==> src/rtl/cam_pixel_packer.sv <==
// Camera byte-stream capture: pairs RGB565 bytes into 10-bit RGB343 pixels with line/frame bookkeeping.
// Pixel is presented with wr one cycle after its low byte; a full FIFO drops the pixel and counts it.
module cam_pixel_packer #(
   parameter int H_ACTIVE = 640,
   parameter int V_ACTIVE = 480,
   parameter int CNT_W    = 10,
   parameter int OVF_W    = 16
) (
   input  logic             Pclk,
   input  logic             rst,
   input  logic             vsync,
   input  logic             href,
   input  logic [7:0]       d,
   input  logic             fifo_full,
   output logic [9:0]       data_out,
   output logic             wr,
   output logic             frame_done,
   output logic [CNT_W-1:0] line_cnt,
   output logic [OVF_W-1:0] overflow_cnt,
   output logic             line_err
);

   typedef enum logic [1:0] {WAIT_VSYNC, SYNC, ACTIVE, DONE} state_t;

   state_t           state_q, state_d;
   logic             phase_q, phase_d;
   logic [7:0]       hi_byte_q, hi_byte_d;
   logic [CNT_W-1:0] pix_cnt_q, pix_cnt_d;
   logic [CNT_W-1:0] line_cnt_q, line_cnt_d;
   logic [OVF_W-1:0] overflow_cnt_q, overflow_cnt_d;
   logic             line_err_q, line_err_d;
   logic [9:0]       data_out_q, data_out_d;
   logic             wr_q, wr_d;
   logic             vsync_dly_q, vsync_dly_d;
   logic             href_dly_q, href_dly_d;

   logic             vsync_fall;
   logic             href_fall;
   logic [CNT_W-1:0] line_inc;

   assign vsync_fall = vsync_dly_q & ~vsync;
   assign href_fall  = href_dly_q & ~href;
   assign line_inc   = line_cnt_q + CNT_W'(1);

   always_comb begin
      state_d        = state_q;
      phase_d        = phase_q;
      hi_byte_d      = hi_byte_q;
      pix_cnt_d      = pix_cnt_q;
      line_cnt_d     = line_cnt_q;
      overflow_cnt_d = overflow_cnt_q;
      line_err_d     = line_err_q;
      data_out_d     = data_out_q;
      wr_d           = 1'b0;
      vsync_dly_d    = vsync;
      href_dly_d     = href;

      case (state_q)
         WAIT_VSYNC: begin
            if (vsync) state_d = SYNC;
         end
         SYNC: begin
            // overflow_cnt deliberately survives frame boundaries
            if (vsync_fall) begin
               line_cnt_d = '0;
               pix_cnt_d  = '0;
               phase_d    = 1'b0;
               line_err_d = 1'b0;
               state_d    = ACTIVE;
            end
         end
         ACTIVE: begin
            if (href) begin
               if (!phase_q) begin
                  hi_byte_d = d;
                  phase_d   = 1'b1;
               end else begin
                  phase_d = 1'b0;
                  if (pix_cnt_q != '1) pix_cnt_d = pix_cnt_q + CNT_W'(1);
                  if (!fifo_full) begin
                     data_out_d = {hi_byte_q[7:5], hi_byte_q[2:0], d[7], d[4:2]};
                     wr_d       = 1'b1;
                  end else if (overflow_cnt_q != '1) begin
                     overflow_cnt_d = overflow_cnt_q + OVF_W'(1);
                  end
               end
            end
            if (href_fall) begin
               line_cnt_d = line_inc;
               if (phase_q || (pix_cnt_q != CNT_W'(H_ACTIVE))) line_err_d = 1'b1;
               pix_cnt_d = '0;
               phase_d   = 1'b0;
            end
            // a line ending together with vsync rising is counted before the short-frame test
            if (href_fall && (line_inc == CNT_W'(V_ACTIVE))) begin
               state_d = DONE;
            end else if (vsync) begin
               line_err_d = 1'b1;
               state_d    = SYNC;
            end
         end
         DONE: begin
            state_d = WAIT_VSYNC;
         end
         default: begin
            state_d = WAIT_VSYNC;
         end
      endcase
   end

   always_ff @(posedge Pclk) begin
      if (rst) begin
         state_q        <= WAIT_VSYNC;
         phase_q        <= 1'b0;
         hi_byte_q      <= '0;
         pix_cnt_q      <= '0;
         line_cnt_q     <= '0;
         overflow_cnt_q <= '0;
         line_err_q     <= 1'b0;
         data_out_q     <= '0;
         wr_q           <= 1'b0;
         vsync_dly_q    <= 1'b0;
         href_dly_q     <= 1'b0;
      end else begin
         state_q        <= state_d;
         phase_q        <= phase_d;
         hi_byte_q      <= hi_byte_d;
         pix_cnt_q      <= pix_cnt_d;
         line_cnt_q     <= line_cnt_d;
         overflow_cnt_q <= overflow_cnt_d;
         line_err_q     <= line_err_d;
         data_out_q     <= data_out_d;
         wr_q           <= wr_d;
         vsync_dly_q    <= vsync_dly_d;
         href_dly_q     <= href_dly_d;
      end
   end

   assign data_out     = data_out_q;
   assign wr           = wr_q;
   assign frame_done   = (state_q == DONE);
   assign line_cnt     = line_cnt_q;
   assign overflow_cnt = overflow_cnt_q;
   assign line_err     = line_err_q;

endmodule

==> config.mk <==
export PLATFORM = sky130hd
export DESIGN_NAME = cam_pixel_packer
export DESIGN_NICKNAME = d
export VERILOG_FILES = /design/src/rtl/cam_pixel_packer.sv
export SDC_FILE = /design/constraint.sdc
export NUM_CORES = 1
export LEC_CHECK = 0
export ABC_AREA = 1
export BUFFER_PORTS_ARGS = -buffer_cell sky130_fd_sc_hd__buf_2
export CORE_ASPECT_RATIO = 0.6
export CORE_MARGIN = 1.5
export CORE_UTILIZATION = 45
export DETAILED_ROUTE_END_ITERATION = 8
export PLACE_DENSITY = 0.69
export RECOVER_POWER = 100
export SETUP_SLACK_MARGIN = 0.05
export SLEW_MARGIN = 20
export SYNTH_ARGS = -nofsm -noshare
export SYNTH_HDL_FRONTEND = slang
export SYNTH_SLANG_ARGS = --single-unit
==> constraint.sdc <==
create_clock -name Pclk -period 1.5 [get_ports Pclk]
set_input_delay 0.15 -clock Pclk [delete_from_list [all_inputs] [get_ports Pclk]]
set_output_delay 0.15 -clock Pclk [all_outputs]
set_load 0.05 [all_outputs]
* After elaboration in Yosys (flattened, before gate mapping)
Index checks and enable logic that the tools add are counted.
** Storage, ports and cells
- Memories :: 0
- Latch bits :: 0
- Memory bits (writable) :: 0
- Bits in read-only memories :: 0
- Register bits :: 61
** Operators by class
- Multipliers :: 0
- Reductions and logical operators :: 12
- Bitwise gates (word level) :: 7
- $add $sub $neg :: 3
- Equal/unequal tests :: 12
- Div/mod/pow operators :: 0
- $lt $le $gt $ge :: 0
- Shift-type cells :: 0
- Mux-type cells :: 23
** Operator list (number)
- 10-bit two-way mux :: 6
- 10-bit one-hot mux with 2 select lines :: 2
- 10-bit by 1-bit adder with 10-bit output (second input constant) :: 2
- 10-bit inequality test (second input constant) :: 2
- 16-bit by 1-bit adder with 16-bit output (second input constant) :: 1
- 16-bit inequality test (second input constant) :: 1
- 10-bit by 9-bit equality test with 1-bit output (second input constant) :: 1
- 5-bit AND reduction :: 2
- 1-bit two-way mux :: 9
- 3-bit inequality test (second input constant) :: 3
- 3-bit AND reduction :: 3
- 2-bit one-hot mux with 4 select lines :: 1
- 2-bit two-way mux :: 3
- 1-bit NOT :: 5
- 2-bit equality test (second input constant) :: 2
- 2-bit inequality test (second input constant) :: 2
- 1-bit one-hot mux with 2 select lines :: 2
- 4-bit AND reduction :: 1
- 4-bit OR reduction :: 1
- 1-bit bitwise AND :: 2
- 2-bit by 1-bit equality test with 1-bit output (second input constant) :: 1
- 2-bit logical NOT :: 1
- 2-bit AND reduction :: 1
- 2-bit nonzero test :: 1
- other kinds (2) :: 2

* Logic depth before layout (Yosys ltp)
- Depth in word-level cells :: 7
- Depth in mapped cells :: 11

* Least setup slack after synthesis
Ideal clock, no wire load.
- Path kind :: reg-to-reg
- Start :: register overflow_cnt_q[1], in the netlist overflow_cnt[1]
- End :: register overflow_cnt_q[14], in the netlist overflow_cnt[14]
- Data arrival time :: 1802 ps
- Stages on the path, launching flop included :: 11
- Clock period less this slack :: 1869 ps
- Required time :: 1433 ps
- Setup time :: 67 ps
- Setup slack :: -369 ps
- Path buffers :: 1
- Path through :: dfxtp_1 > ha_1 > nand2_1 > nor2_4 > nand3b_2 > nand2_2 > nand2_4 > inv_2 > buf_6 > nand2_1 > a21oi_2
** On the way
- Word-level cells in the longest chain between the ends :: 2
- Elaborated cells on any way between the ends :: 3
** RTL lines
- from (decl) :: line 30 : logic [OVF_W-1:0] overflow_cnt_q, overflow_cnt_d;
- from (signal assigned) :: line 130 : overflow_cnt_q <= overflow_cnt_d;
- branches (longest 2 deep; another with 16-bit by 1-bit adder with 16-bit output)
Several ways; the timed one is not identified.
A chain may end at the register's enable or synchronous reset.

* Final worst setup path
- Start :: register state_q[0]
- End :: register overflow_cnt_q[11], in the netlist overflow_cnt[11]
** On the way
- Word-level cells in the longest chain between the ends :: 2
** RTL lines
- from (decl) :: line 25 : state_t state_q, state_d;
- from (signal assigned) :: line 125 : state_q <= state_d;
- 2-bit equality test :: line 58 : case (state_q)
- 5-bit AND reduction (no line)
Every way passes these cells.

==> results.json <==
{
  "status": "complete, but fails checks",
  "violations": "negative setup slack",
  "grt_antenna_before_repair": 0,
  "synth_top_flop_cell": "dfxtp_1",
  "avgSynthCellArea_sq_um": 6.73,
  "fin_skew_ps": 3.41,
  "synth_common_cells": "nand2_1, nor2_1, dfxtp_1",
  "cts_tree": "yes",
  "nets": 563,
  "antenna_left": 0,
  "vias": 3191,
  "min_period_ps": 1570,
  "io_pins": 52,
  "synth_most_common_cell": "nand2_1",
  "synth_seq_cells": 59,
  "max-slew-margin-rel": 0.417,
  "syn_nets": 479,
  "antenna_cells": 0,
  "p_per_area_nw_per_um2": 872,
  "fin_crit_sh": 1.05,
  "syn_inst": 461,
  "placed_area_sq_um": 3630,
  "p_leak_nw": 1.86,
  "first_pass_iters": 4,
  "routedWlPerCell_microns": 13.2,
  "area_growth_pct": 40.9,
  "routabilityCongestion": 0.871,
  "holdWs_ps": 41.9,
  "ys_types": 32,
  "synth_edf_count": 0,
  "fp-row-count": 23,
  "syn_area_sq_um": 3100,
  "ctsLongestPathBuffers": 2,
  "dieArea_sq_um": 7420,
  "grt_overflow_total": 0,
  "stdcell_area_sq_um": 4370,
  "drc": 0,
  "timing.fmax_mhz": 635,
  "synth_warnings": 0,
  "grt_use_total": 0.225,
  "initialDrtViolationCount": 156,
  "worstPathMaxFanout": 6,
  "worstPathRequired_ps": 1750,
  "clock_latency_ps": 330,
  "clockRootBuffer": "clkbuf_16",
  "synthTopCellsByArea": "dfxtp_1, nand2_1, nor2_1",
  "synth_seq_area_share": 0.381,
  "start_util": 0.465,
  "dp_hpwl_mm": 5.27,
  "cts_num_sinks": 59,
  "final-max-slew-violation-count": 0,
  "maxCapViolations": 0,
  "cpMaxStageDelayCell": "dfxtp_1",
  "die_h_microns": 67.3,
  "setup_tns_ps": -748,
  "crit_type": "reg2reg",
  "path_cells": "inv_1 -> nand2_1 -> inv_2 -> nand2_4 -> nor3_4 -> nand2_4 -> nand2_8 -> buf_6 -> nand2_2 -> a21oi_2",
  "vdd_drop_max_v": 0.000711,
  "first_global_vias": 2647,
  "post-route-util": 0.655,
  "path_common_cell": "nand2_4",
  "finalSetupViolCount": 20,
  "endpoint_kind": "flip-flop",
  "die_w_microns": 110,
  "post-synth-top-area-fraction": 0.381,
  "grt_max_degree": 17,
  "critical-path-max-stage-delay_ps": 320,
  "synth_top_area_cell": "dfxtp_1",
  "rrSetupSlack_ps": -70,
  "power.total_w": 0.00381,
  "worst_pin_slew_ps": 875,
  "setup_slack_ps": -74.7,
  "clk_pin_slew_ps": 50,
  "vias_per_cell": 5.01,
  "grt_pass1_wl_mm": 12.6,
  "wirelength_mm": 8.40,
  "htree_levels": 3,
  "cp-start-kind": "flip-flop",
  "fill_cells": 592,
  "io_buffers": 51,
  "finalHoldViolCount": 0,
  "post_route_cells_drive_above_1_share": 0.336,
  "min_path_type": "in2reg",
  "core_area_sq_um": 6680,
  "rsz0062_at_grt": "yes",
  "async_flop_share": 0,
  "numCtsBuffers": 9,
  "arrival_ps": 1820
}
power by group:
part	internal [W]	leakage [nW]	switching, W
Clock	0.00141	0.155	0.000728
Combinational	0.0000378	1.21	0.0000808
Sequential	0.00156	0.492	0.00000519
cell usage in the layout (no fill, tap or decap), drive strengths merged, types with 2 or more instances in the layout:
master / count
a21oi: 32
o21ai: 24
nor3: 15
clkbuf: 55
buf: 41
nand4: 9
a32o: 2
nor4: 4
xnor2: 5
dfxtp: 59
clkinv: 2
xor2: 5
nand2: 123
inv: 61
nor2: 81
nand3: 23
ha: 5
timing repair:
action,in CTS,in global routing
buffers inserted,7,6
gates resized for setup,15,89
pin swaps,2,35
setup endpoints to repair,18,48
hold buffers,0,0
gates cloned,2,1
metal layers:
| layer | up-vias | track usage | part of all wire | wire (microns) |
|---|---|---|---|---|
| met1 | 1459 | 0.310 | 0.47 | 3960 |
| met4 | 0 | 0.0577 | 0.0089 | 75 |
| met2 | 81 | 0.322 | 0.45 | 3780 |
| met5 | - | 0 | 0 | 0 |
| li1 | 1641 | - | - | - |
| met3 | 10 | 0.0956 | 0.068 | 574 |
sequential cells by signal, summed over array words and instances (netlist names):
name / count
data_out: 10
hi_byte_q: 6
href_dly_q: 1
line_cnt: 10
line_err: 1
overflow_cnt: 16
phase_q: 1
pix_cnt_q: 10
state_q: 2
vsync_dly_q: 1
wr: 1
layout make-up:
type	count	area, sq um	area share
Timing Repair Buffer	82	469	0.107
Tap cell	87	109	0.0249
Timing Repair inverter	1	11.3	0.00258
Sequential cell	59	1240	0.284
Clock buffer	14	307	0.0701
Multi-Input combinational cell	331	1990	0.454
Clock inverter	2	12.5	0.00286
Inverter	61	238	0.0544
path summary, 6_finish.rpt:
| check | startpoint | end | cells after the start |
|---|---|---|---|
| setup / recovery | state_q[0]$_SDFFE_PP0P_ | overflow_cnt[11]$_SDFFE_PP0P_ | 10 |
| setup reg to reg | state_q[0]$_SDFFE_PP0P_ | overflow_cnt[11]$_SDFFE_PP0P_ | 10 |
| hold / removal | d[3] | data_out[1]$_SDFFE_PP0P_ | 3 |
| hold reg to reg | hi_byte_q[0]$_SDFFE_PP0P_ | data_out[4]$_SDFFE_PP0P_ | 2 |
worst max-delay path, delay by kind of cell (launching register included):
kind	cells	cell delay, ps
AOI/OAI and AO/OA	1	110
buffers and inverters	3	320
DFF	1	320
and+or+nand+nor	6	730
kinds of logic after synthesis:
| logic type | share of synthesized area |
|---|---|
| AND/OR/NAND/NOR | 0.372 |
| buffers and inverters | 0.0964 |
| AO/OA/AOI/OAI | 0.103 |
| flip-flops | 0.381 |
| XOR/XNOR | 0.0282 |
| adder cells (fa/ha/maj) | 0.0202 |
metrics by stage:
| stage | setup WS, ps | cells |
|---|---|---|
| 2_1_floorplan | 36.0 | 461 |
| 3_3_place_gp | 41.6 | 606 |
| 3_5_place_dp | -15.7 | 606 |
| 4_1_cts | 29.2 | 631 |
| 5_1_grt | -164 | 637 |
| 6_report | -74.7 | 637 |
Note: power is estimated with default switching activity, not from simulation.
